$ cat src/rtl/stdlib_rr_arbiter_enc.sv
`default_nettype none
// ============================================================================
//  Module      : stdlib_rr_arbiter_enc
//  Description : Round-robin arbiter over N valid/ready requesters feeding a
//                one-entry registered output slot. The slot carries the
//                winning payload, its one-hot grant and the binary index
//                (OR-reduction encode of the grant), all aligned.
//  Revision    : 1.0 - initial release
// ============================================================================
module stdlib_rr_arbiter_enc #(
    parameter int N = 4,
    parameter int W = 8,
    localparam int CW = (N > 1) ? $clog2(N) : 1
) (
    input  logic             clk,
    input  logic             reset,
    input  logic [N-1:0]     io_in_valid,
    output logic [N-1:0]     io_in_ready,
    input  logic [N*W-1:0]   io_in_bits,
    output logic             io_out_valid,
    input  logic             io_out_ready,
    output logic [W-1:0]     io_out_bits,
    output logic [N-1:0]     io_out_grant_oh,
    output logic [CW-1:0]    io_out_chosen
);

    // Output slot and round-robin pointer
    logic             r_v;
    logic [W-1:0]     r_bits;
    logic [N-1:0]     r_oh;
    logic [CW-1:0]    r_idx;
    logic [CW-1:0]    r_last;

    logic             w_load;
    logic             w_fire;
    logic [N-1:0]     w_mask;
    logic [N-1:0]     w_masked;
    logic [N-1:0]     w_grant;
    logic [W-1:0]     w_bits;
    logic [CW-1:0]    w_enc;

    // Lowest set bit of a vector as a one-hot value (zero if none set)
    function automatic logic [N-1:0] f_first_set(input logic [N-1:0] vec);
        logic [N-1:0] res;
        logic         found;
        res   = '0;
        found = 1'b0;
        for (int i = 0; i < N; i++) begin
            if (vec[i] && !found) begin
                res[i] = 1'b1;
                found  = 1'b1;
            end
        end
        return res;
    endfunction

    // One-hot to binary: each index bit is the OR of grant lines whose index has that bit set
    function automatic logic [CW-1:0] f_encode(input logic [N-1:0] oh);
        logic [CW-1:0] res;
        res = '0;
        for (int i = 0; i < N; i++) begin
            if (oh[i]) begin
                res = res | CW'(i);
            end
        end
        return res;
    endfunction

    // Requesters strictly above the last winner get first pick; otherwise wrap to the bottom
    always_comb begin
        w_mask = '0;
        for (int i = 0; i < N; i++) begin
            w_mask[i] = (CW'(i) > r_last);
        end
        w_masked = io_in_valid & w_mask;
        w_grant  = (|w_masked) ? f_first_set(w_masked) : f_first_set(io_in_valid);
    end

    // Payload of the granted requester; grant is one-hot so an OR-mux suffices
    always_comb begin
        w_bits = '0;
        for (int i = 0; i < N; i++) begin
            if (w_grant[i]) begin
                w_bits = w_bits | io_in_bits[i*W +: W];
            end
        end
    end

    // Slot can accept when empty or draining this cycle
    assign w_load      = !r_v || io_out_ready;
    assign w_fire      = w_load && (|w_grant);
    assign w_enc       = f_encode(w_grant);
    assign io_in_ready = (w_load && !reset) ? w_grant : '0;

    // Slot update: fill on fire, empty on an idle load, hold on stall
    always_ff @(posedge clk) begin
        if (reset) begin
            r_v    <= 1'b0;
            r_bits <= '0;
            r_oh   <= '0;
            r_idx  <= '0;
            r_last <= CW'(N - 1);
        end else if (w_fire) begin
            r_v    <= 1'b1;
            r_bits <= w_bits;
            r_oh   <= w_grant;
            r_idx  <= w_enc;
            r_last <= w_enc;
        end else if (w_load) begin
            r_v    <= 1'b0;
        end
    end

    assign io_out_valid    = r_v;
    assign io_out_bits     = r_bits;
    assign io_out_grant_oh = r_oh;
    assign io_out_chosen   = r_idx;

endmodule
`default_nettype wire
$ cat config.mk
export PLATFORM = sky130hd
export DESIGN_NAME = stdlib_rr_arbiter_enc
export DESIGN_NICKNAME = d
export VERILOG_FILES = /design/src/rtl/stdlib_rr_arbiter_enc.sv
export SDC_FILE = /design/constraint.sdc
export NUM_CORES = 1
export LEC_CHECK = 0
export CAP_MARGIN = 20
export CORE_ASPECT_RATIO = 1.25
export CORE_MARGIN = 2
export CORE_UTILIZATION = 35
export CTS_CLUSTER_DIAMETER = 200
export DETAILED_ROUTE_END_ITERATION = 12
export PLACE_DENSITY = 0.77
export SKIP_CTS_REPAIR_TIMING = 1
export SLEW_MARGIN = 5
export SYNTH_ARGS = -nofsm -noshare
export SYNTH_HDL_FRONTEND = slang
export SYNTH_SLANG_ARGS = --single-unit
$ cat constraint.sdc
create_clock -name clk -period 1.79 [get_ports clk]
set_input_delay 0.358 -clock clk [delete_from_list [all_inputs] [get_ports clk]]
set_output_delay 0.358 -clock clk [all_outputs]
set_load 0.02 [all_outputs]
---- After elaboration in Yosys (flattened, before gate mapping) ----
Cells that the tools add are included.
cells by class
  bitwise logic cells ..................... 4
  $lt $le $gt $ge ......................... 4
  muxes and demuxes ....................... 23
  reduce and logical (&&, ||, !) cells .... 20
operators with widths
  kind                  number
  $mux W8               4
  $or A8 B8 Y8          3
  $mux W1               15
  $logic_and A1 B1 Y1   8
  $logic_not A1 Y1      8
  $mux W4               2
  $reduce_or A4 Y1      2
  $and A4 B4 Y4         1
  $gt A1 B2 Y1 const A  2
  $gt A2 B2 Y1 const A  2
  $mux W2               2
  $reduce_bool A2 Y1    1
  $logic_or A1 B1 Y1    1
word-level totals
  output and inout bits ................... 19
  input bits .............................. 39
  bits in registers ....................... 17
  logic and storage cells ................. 56

---- Longest topological paths before layout ----
  depth in word-level cells ............... 20
  gate-level depth with buffers ........... 6

---- Least setup slack after synthesis ----
OpenSTA, ideal clock, no wires.
  path kind ............................... register -> output
  start ................................... register r_last[1]
  end ..................................... output io_in_ready[0]
  stages on the path, launching flop included .. 6
  arrival ................................. 1272 ps
  path slack .............................. 160 ps
  path buffers ............................ 1
  cells stage by stage .................... dfxtp_1 -> inv_1 -> a21oi_1 -> o221a_2 -> buf_4 -> nor2b_1
between the ends
  word-level cells in the longest chain between the ends .. 5
  elaborated cells on any way between the ends .. 9
RTL lines
  what                                          RTL line  source
  start: declaration                            32        logic [CW-1:0] r_last;
  start signal: assignment                      102       r_last <= CW'(N - 1);
  start signal: assignment                      108       r_last <= w_enc;
  $gt A1 B2 Y1 or $gt A2 B2 Y1 (tied branches)  73        w_mask[i] = (CW'(i) > r_last);
  $and A4 B4 Y4 *                               75        w_masked = io_in_valid & w_mask;
  $reduce_or A4 Y1 or $mux W1 (tied branches)   76, 49
  $mux W4 *                                     76        w_grant = (|w_masked) ? f_first_set(w_masked) : f_first_set(io_in_valid);
  $mux W4 *                                     93        assign io_in_ready = (w_load && !reset) ? w_grant : '0;
  end: declaration                              18        output logic [N-1:0] io_in_ready,
Mark *: on every way between the ends. The rest lies on a longest branch, timed or not.

---- Worst setup path in the final report ----
  start ................................... input io_out_ready
  end ..................................... output io_in_ready[3]
between the ends
  word-level cells in the longest chain between the ends .. 3
RTL lines
  what                 RTL line  source
  start: declaration   21        input logic io_out_ready,
  $logic_or A1 B1 Y1   90        assign w_load = !r_v || io_out_ready;
  $logic_and A1 B1 Y1  93
  $mux W4              93
Every way passes these cells.

==> results.sh <==
export IMPL_syn_avg_cell_area_um2=8.232
export IMPL_layout_nets=219
export IMPL_crit_path_end_kind="primary output"
export IMPL_maxCapViolations=0
export IMPL_yosysSeqAreaShare=0.3864
export IMPL_ios=58
export IMPL_multi_input_area_um2=518.0
export IMPL_power_density_nw_per_um2=661.7
export IMPL_ff2ff_setup_slack_ns=0.20
export IMPL_drc=0
export IMPL_num_antenna_cells=0
export IMPL_routed_wl_um=3086
export IMPL_p_clk_frac=0.194
export IMPL_combPwrFrac=0.402
export IMPL_holdPathStages=2
export IMPL_dpl_hpwl_um=2315
export IMPL_grt_max_degree=18
export IMPL_die_y_um=60.09
export IMPL_vdd_drop_max_v=0.0003224
export IMPL_slowest_stage="clkdlybuf4s50_1"
export IMPL_grt_usage=0.2116
export IMPL_ant_nets=0
export IMPL_cp_max_fo=4
export IMPL_rsz0062_at_grt="yes"
export IMPL_ff2ff_path_depth=7
export IMPL_syn_inst=107
export IMPL_seqPwrFrac=0.404
export IMPL_power_switching_uw=348.7
export IMPL_drive_above_1_share=0.2235
export IMPL_antenna_found_initial=0
export IMPL_min_from="io_out_grant_oh[0]"
export IMPL_seq_area_um2=345.3
export IMPL_rows=20
export IMPL_maxSlewHeadroom=0.7909
export IMPL_grt_pass1_vias=1104
export IMPL_clk_path_buf_depth=2
export IMPL_port_buffers=57
export IMPL_insertion_delay_ns=0.30
export IMPL_gr_total_overflow=0
export IMPL_syn_area_um2=880.8
export IMPL_syn_nets=146
export IMPL_p_sw_frac=0.3184
export IMPL_n_fill_cell=206
export IMPL_initial_core_util=0.3667
export IMPL_ys_flop_type="dfxtp_1"
export IMPL_die_w_um=48.87
export IMPL_crit_type="in2out"
export IMPL_fin_crit_ns=1.778
export IMPL_setup_tns_ns=0
export IMPL_synth_seq_cells=17
export IMPL_dr_pass1_iters=4
export IMPL_clock_sinks=17
export IMPL_drt_iter0_drc=37
export IMPL_hold_class="reg2reg"
export IMPL_cts_tree="done"
export IMPL_clkTransAtPathRegs_ns=0.10
export IMPL_holdPathEnd="io_out_grant_oh[0]"
export IMPL_area_growth_synth_to_final_pct=87.93
export IMPL_grt_first_pass_wirelength_um=4726
export IMPL_slowest_delay_ns=0.47
export IMPL_hold_ws_ns=0.4691
export IMPL_start_kind="input pin"
export IMPL_r2r_start="r_last[1]"
export IMPL_dp_cells=208
export IMPL_vias_per_cell=5.255
export IMPL_htree_levels=1
export IMPL_netlist_cell_type_count=28
export IMPL_dieArea_um2=2937
export IMPL_hold_viol_final=0
export IMPL_max_freq_ghz=0.5623
export IMPL_vias=1114
export IMPL_numCtsBuffers=3
export IMPL_cp_data_required_time_ns=1.43
export IMPL_path_cells="clkdlybuf4s50_1, nand2b_4, nand2b_4, nor3_2, buf_2"
export IMPL_status="finished clean"
export IMPL_cp_arrival_ns=1.42
export IMPL_clock_root_buffer="clkbuf_4"
export IMPL_tightest_slew_ns=0.3136
export IMPL_drv_slew=0
export IMPL_p_int_uw=746.6
export IMPL_synth_warnings=0
export IMPL_period_share=0.9935
export IMPL_synth_edf_count=0
export IMPL_final_setup_skew_ns=0.003785
export IMPL_async_reset_ff_frac=0
export IMPL_finalSetupViolations=0
export IMPL_p_leak_uw=0.0006845
export IMPL_critical_path_reg2reg_endpoint="io_out_bits[2]"
export IMPL_avgRoutedWirePerCell_um=14.56
export IMPL_fin_util=0.6891
export IMPL_core_um2=2402
export IMPL_cpMostUsedCell="nand2b_4"
export IMPL_finalWeightedCongestion=0.7592
export IMPL_stdcell_count=212
[layer usage]
layer / GRT usage / vias up / routed length [µm]
li1: - / 542 / -
met2: 0.3816 / 51 / 1526
met3: 0.05000 / 7 / 198
met1: 0.2239 / 514 / 1282
met5: 0 / - / 0
met4: 0.1347 / 0 / 79
[worst max path at each step]
stage | to | start | slack (ns) | cells past startpoint
5_1_grt | io_in_ready[3] | io_out_ready | -0.03 | 5
3_5_place_dp | io_in_ready[2] | io_in_valid[3] | -0.57 | 6
6_report | io_in_ready[3] | io_out_ready | 0.01 | 5
2_1_floorplan | io_in_ready[0] | r_last[1] | 0.16 | 5
4_1_cts | io_in_ready[2] | io_in_valid[3] | -0.57 | 6
3_3_place_gp | io_in_ready[2] | io_in_valid[3] | -0.55 | 6
[critical path, delay by kind of cell]
| kind | cells | cell delay, ns |
|---|---|---|
| buffers and inverters | 2 | 0.66 |
| and+or+nand+nor | 3 | 0.41 |
[synth_stat cells, types with 2 or more instances]
library cell,number,area [µm²]
a21oi_1,16,80.08
nor3_1,3,15.01
o21ai_1,2,10.01
inv_1,3,11.26
nand2_1,11,41.29
buf_4,2,15.01
clkbuf_1,2,7.510
a211oi_1,8,60.06
nor2_2,2,12.51
nand2b_1,4,25.02
o21ai_0,2,10.01
buf_2,2,10.01
nor2_1,12,45.04
dfxtp_1,17,340.3
a222oi_1,8,80.08
[power by group through the flow]
| stage | Clock [µW] | Sequential [µW] | Combinational [µW] |
|---|---|---|---|
| finish | 213 | 442 | 441 |
| detailed placement | 0 | 449 | 434 |
| CTS | 220 | 440 | 435 |
| global route | 229 | 446 | 471 |
| floorplan | 0 | 486 | 158 |
| global placement | 0 | 447 | 425 |
[sequential cells by signal, indices dropped and copies added (netlist names)]
| signal | count |
|---|---|
| io_out_bits | 8 |
| io_out_chosen | 2 |
| io_out_grant_oh | 4 |
| io_out_valid | 1 |
| r_last | 2 |
[cell type report]
cell class              count  area share
inverters                   3    0.006803
well taps                  33     0.02494
repair buffers             75      0.4308
flip-flops and latches     17      0.2086
multi-input cells          80      0.3129
clock buffers               4     0.01587
[layout by cell type (no fill, tap or decap), types with 3 or more instances in the layout]
cell type,instances
a21oi_1,16
clkbuf_4,3
dfxtp_1,15
nand2_1,11
nor2_1,10
a211oi_1,8
inv_1,3
nor2_2,3
buf_4,19
clkdlybuf4s50_1,49
dlymetal6s2s_1,4
a222oi_1,8
[stage by stage]
step                      worst slack (ns)  area [µm²]  power, µW
after floorplan                     0.1602       880.8      644.3
after global placement             -0.5481        1597      871.4
after detailed placement           -0.5689        1597      883.3
after CTS                          -0.5663        1623       1095
after global routing              -0.03216        1655       1147
final                              0.01171        1655       1095
[logic make-up after synthesis]
kind of cell / synth area share
AOI/OAI and AO/OA: 0.3438
and+or+nand+nor: 0.2074
DFF: 0.3864
buffers and inverters: 0.06250
Power figures use the tool's default switching activity.
